$ cat config.mk
export PLATFORM = sky130hd
export DESIGN_NAME = cv32e40p_fetch_aligner
export DESIGN_NICKNAME = d
export VERILOG_FILES = /design/src/rtl/cv32e40p_pkg.sv /design/src/rtl/cv32e40p_fetch_aligner.sv
export SDC_FILE = /design/constraint.sdc
export NUM_CORES = 1
export LEC_CHECK = 0
export CAP_MARGIN = 10
export CORE_ASPECT_RATIO = 1.5
export CORE_MARGIN = 5
export CORE_UTILIZATION = 44
export DETAILED_ROUTE_END_ITERATION = 7
export PLACE_DENSITY_LB_ADDON = 0.2
export SYNTH_ARGS = -nofsm -noshare
export SYNTH_HDL_FRONTEND = slang
export SYNTH_SLANG_ARGS = --single-unit
export TNS_END_PERCENT = 1
$ cat constraint.sdc
create_clock -name clk -period 5.5 [get_ports clk]
set_input_delay 1.375 -clock clk [delete_from_list [all_inputs] [get_ports clk]]
set_output_delay 1.375 -clock clk [all_outputs]
set_load 0.005 [all_outputs]
$ cat src/rtl/cv32e40p_pkg.sv
// Shared types for the cv32e40p fetch path.
package cv32e40p_pkg;

   typedef enum logic [1:0] {
      ALIGNED32,
      MISALIGNED32,
      MISALIGNED16,
      BRANCH_MISALIGNED
   } fetch_align_state_e;

endpackage

$ cat src/rtl/cv32e40p_fetch_aligner.sv
// Turns word-aligned fetch words into whole RV32IC instructions with their PC,
// splitting compressed pairs and stitching 32-bit instructions across words.
module cv32e40p_fetch_aligner
   import cv32e40p_pkg::*;
#(
   parameter bit PULP_XPULP = 1'b1
) (
   input  logic        clk,
   input  logic        rst_n,
   input  logic [31:0] boot_addr_i,
   input  logic        fetch_valid_i,
   input  logic [31:0] fetch_rdata_i,
   output logic        fetch_ready_o,
   output logic        instr_valid_o,
   input  logic        instr_ready_i,
   output logic [31:0] instr_aligned_o,
   output logic        instr_compressed_o,
   output logic [31:0] pc_o,
   input  logic        branch_i,
   input  logic [31:0] branch_addr_i,
   input  logic        hwlp_jump_i,
   input  logic [31:0] hwlp_target_i
);

   fetch_align_state_e state_q, state_d;
   logic [31:0]        pc_q, pc_d;
   logic [15:0]        hold_q, hold_d;
   logic               accept;
   logic               upper_is_32;
   logic               unused_boot_bit0;

   assign unused_boot_bit0 = boot_addr_i[0];

   assign upper_is_32 = (fetch_rdata_i[17:16] == 2'b11);
   assign accept      = instr_valid_o & instr_ready_i;

   always_comb begin
      state_d         = state_q;
      pc_d            = pc_q;
      hold_d          = hold_q;
      instr_valid_o   = 1'b0;
      fetch_ready_o   = 1'b0;
      instr_aligned_o = fetch_rdata_i;

      unique case (state_q)
         ALIGNED32: begin
            instr_valid_o = fetch_valid_i;
            fetch_ready_o = instr_ready_i;
            if (fetch_rdata_i[1:0] == 2'b11) begin
               instr_aligned_o = fetch_rdata_i;
               if (accept) pc_d = pc_q + 32'd4;
            end else begin
               instr_aligned_o = {16'h0, fetch_rdata_i[15:0]};
               if (accept) begin
                  pc_d    = pc_q + 32'd2;
                  hold_d  = fetch_rdata_i[31:16];
                  state_d = upper_is_32 ? MISALIGNED32 : MISALIGNED16;
               end
            end
         end
         MISALIGNED32: begin
            instr_valid_o   = fetch_valid_i;
            fetch_ready_o   = instr_ready_i;
            instr_aligned_o = {fetch_rdata_i[15:0], hold_q};
            if (accept) begin
               pc_d    = pc_q + 32'd4;
               hold_d  = fetch_rdata_i[31:16];
               state_d = upper_is_32 ? MISALIGNED32 : MISALIGNED16;
            end
         end
         MISALIGNED16: begin
            // Held halfword is complete on its own; no fetch word needed.
            instr_valid_o   = 1'b1;
            instr_aligned_o = {16'h0, hold_q};
            if (accept) begin
               pc_d    = pc_q + 32'd2;
               state_d = ALIGNED32;
            end
         end
         BRANCH_MISALIGNED: begin
            instr_aligned_o = {16'h0, fetch_rdata_i[31:16]};
            if (!upper_is_32) begin
               instr_valid_o = fetch_valid_i;
               fetch_ready_o = instr_ready_i;
               if (accept) begin
                  pc_d    = pc_q + 32'd2;
                  state_d = ALIGNED32;
               end
            end else begin
               // Upper half starts a 32-bit instruction: swallow the word silently.
               fetch_ready_o = 1'b1;
               if (fetch_valid_i) begin
                  hold_d  = fetch_rdata_i[31:16];
                  state_d = MISALIGNED32;
               end
            end
         end
         default: begin
            state_d = ALIGNED32;
         end
      endcase

      if (PULP_XPULP && hwlp_jump_i && accept && !branch_i) begin
         pc_d    = hwlp_target_i;
         state_d = hwlp_target_i[1] ? BRANCH_MISALIGNED : ALIGNED32;
      end

      if (branch_i) begin
         instr_valid_o = 1'b0;
         fetch_ready_o = 1'b0;
         pc_d          = branch_addr_i;
         state_d       = branch_addr_i[1] ? BRANCH_MISALIGNED : ALIGNED32;
      end

      if (!rst_n) begin
         instr_valid_o = fetch_valid_i;
         fetch_ready_o = 1'b0;
      end
   end

   always_ff @(posedge clk) begin
      if (!rst_n) begin
         state_q <= ALIGNED32;
         pc_q    <= {boot_addr_i[31:1], 1'b0};
         hold_q  <= 16'h0;
      end else begin
         state_q <= state_d;
         pc_q    <= pc_d;
         hold_q  <= hold_d;
      end
   end

   assign instr_compressed_o = (instr_aligned_o[1:0] != 2'b11);
   assign pc_o               = pc_q;

endmodule

==> out/summary.txt <==
Worst Setup Start Kind - register
Post-CTS sizing - 0
Worst EP required - 4.12 ns
Via count - 4446
Total CTS buffers - 5
Met2 Use GR - 0.489
Largest family of logic cells by synthesized area - compound AO/OA/AOI/OAI gates
Synth Instances - 468
Worst slack at placement - 0.879 ns
Routed WL - 14100 um
Ys flop type - edfxtp_1
Seq/Total Area, Yosys - 0.340
Nets - 787
Wire per inst - 18.6 um
TritonRoute pass-1 iters - 5
Worst Setup SP - state_q[0]
Status - finished, final reports clean
Antenna diodes - 0
Drt initial violations - 274
# setup viols final - 0
Worst skew pair latency - 0.30 ns
Skew final - 0.00636 ns
Worst r2r dst - pc_o[29]
Busiest grt layer - met2
Worst setup margin - 0.794 ns
Initial Util - 0.455
RR Startpoint - state_q[1]
Die width - 86.4 um
Crit path DAT - 3.33 ns
Post-synthesis mux area share - 0.0546
Highest clock rate - 0.212 GHz
# hold bufs at CTS - 0
R2R Setup Slk - 2.63 ns
Number of distinct library cells after synthesis - 56
Post-synth EDFFs - 31
Pins Over Slew Limit - 0
Num Clock Sinks - 50
Worst vdd ir - 0.000166 V
Worst hold path cell count - 2
Final Non-Filler Cells - 759
CTS tree - built
Tmin final - 4.71 ns
Met1 usage - 0.267
Final hold violation count - 0
Placed cell areas - 5880 um2
Slew @ Worst Pin - 1.09 ns
Final worst-path cycle share - 0.856
Synth Area in Compound Gates - 0.268
Placer Congestion - 0.896
Core ar. - 8460 um2
CTS max path bufs - 2
Layout area overhead - 57.8%
Worst relative slew slack - 0.274
Io pins - 201
Worst hold path type - register to register
Setup TNS - 0 ns
CP max FO - 16
Largest cells by area after synthesis - edfxtp_1 24%, dfxtp_1 9.9%, nor2_1 9.0%
PwrDens - 223 nW/um2
Yosys warnings - 0
Post-Syn Area per Cell - 8.23 um2
Post-synthesis share of cell area spent on xor and xnor gates - 0.0478
Number of max-cap violations - 0
P_leak - 0.00217 uW
Synth Cell Area - 3850 um2
DR vias/cell - 5.86
Vias in the first global route - 4557
Global Route met3 Usage - 0.0642
Residual DRC - 0
Post-CTS Repair Setup Buffers - 0
Row cnt - 41
Crit path capture type - primary output
Cell count after placement - 751
Clock root buffer - clkbuf_16
Reg2Reg Depth - 7
Post-synth ARST share - 0
Antenna viol nets, final - 0
Port buffer count - 199
Share of cells above drive strength 1 - 0.0399
RSZ-0062 raised after global routing - no
Setup CP Type - register to primary output
Leading area contributor after synthesis - edfxtp_1
Post-synthesis adder-cell area fraction - 0.00650
Share of the synthesized area in the top cell type - 0.242
Flop and latch count out of synthesis - 50
Die Area - 10800 um2
Initial antenna violation count - 0
Post-DP HPWL - 10900 um
H-tree depth - 2
Hold_sp - hold_q[5]
Clock transition at path regs - 0.07 ns
Global-route wire length before repair - 22500 um
Simple logic cell fraction of the synthesized area - 0.233
Gr usage total - 0.256
GRT overflow - 0
Syn nets - 604
Die height - 125 um
Pin count of the biggest net entering global routing - 40
WHS Endpoint - hold_q[5]
Design area - 6080 um2
[cell type report]
class / instances / area, um2
fillers: 684 / 2390
multi-input cells: 376 / 2350
repair buffers: 206 / 2040
flip-flops and latches: 50 / 1310
clock buffers: 7 / 164
well taps: 107 / 134
inverters: 12 / 50.0
clock inverters: 1 / 30.0
[kinds of logic after synthesis]
kind of cell	Yosys count
compound gates	139
xor+xnor	21
fa+ha+maj	2
buf+inv	42
flops	50
mux	21
simple gates	193
[metrics by stage]
step / hold slack, ns / utilization / power, uW
2_1_floorplan: 0.461 / - / 687
3_3_place_gp: 0.473 / 0.695 / 953
3_5_place_dp: 0.485 / 0.695 / 965
4_1_cts: 0.500 / 0.718 / 1360
5_1_grt: 0.527 / 0.718 / 1420
6_report: 0.500 / 0.718 / 1350
[state kept, by name, indices dropped and copies added (netlist names), named ones only]
| name | flops |
|---|---|
| pc_o | 31 |
| state_q | 2 |
| hold_q | 16 |
[cell usage after synthesis (12+ instances only)]
library cell / count
mux2i_1: 21
clkbuf_1: 21
edfxtp_1: 31
dfxtp_1: 19
a22o_1: 15
nand3_1: 12
nand2_1: 37
nor2_1: 92
a221oi_1: 25
xnor2_1: 18
o22ai_1: 30
a21oi_1: 15
[layout by cell type (no fill, tap or decap), drive strengths merged, types with 12 or more instances in the layout]
cell type        n
a21oi           15
a221oi          25
a22o            15
clkdlybuf4s50  198
dfxtp           19
edfxtp          31
inv             12
mux2i           21
nand2           37
nand3           12
nor2            93
nor3            15
o21ai           14
o22ai           30
xnor2           18
[layer usage]
metal	vias to the layer above	wire length, um
li1	2142	-
met1	2094	5070
met2	190	7640
met3	20	1170
met4	0	231
met5	-	0
[power by group]
part	switching (uW)	total [uW]	leakage (uW)	internal, uW
clock	140	395	0.0000953	255
sequential	45.7	482	0.000478	437
combinational	194	476	0.00159	282
[critical path, stage by stage, from the launching register on]
cell             delay, ns
dfxtp_1               0.65
inv_1                 0.15
nor2_1                0.86
nor2_1                0.44
o22ai_1               0.28
nor2_1                0.09
nand2_1               0.07
clkdlybuf4s50_1       0.50
[worst max-delay path by stage]
stage / slack [ns] / depth (start not counted) / end
floorplan: 1.83 / 4 / instr_aligned_o[18]
global placement: 0.90 / 6 / instr_aligned_o[21]
detailed placement: 0.88 / 6 / instr_aligned_o[28]
CTS: 0.82 / 7 / instr_compressed_o
global route: 0.53 / 7 / instr_compressed_o
finish: 0.79 / 7 / instr_compressed_o
Note: power is estimated with default switching activity, not from simulation.
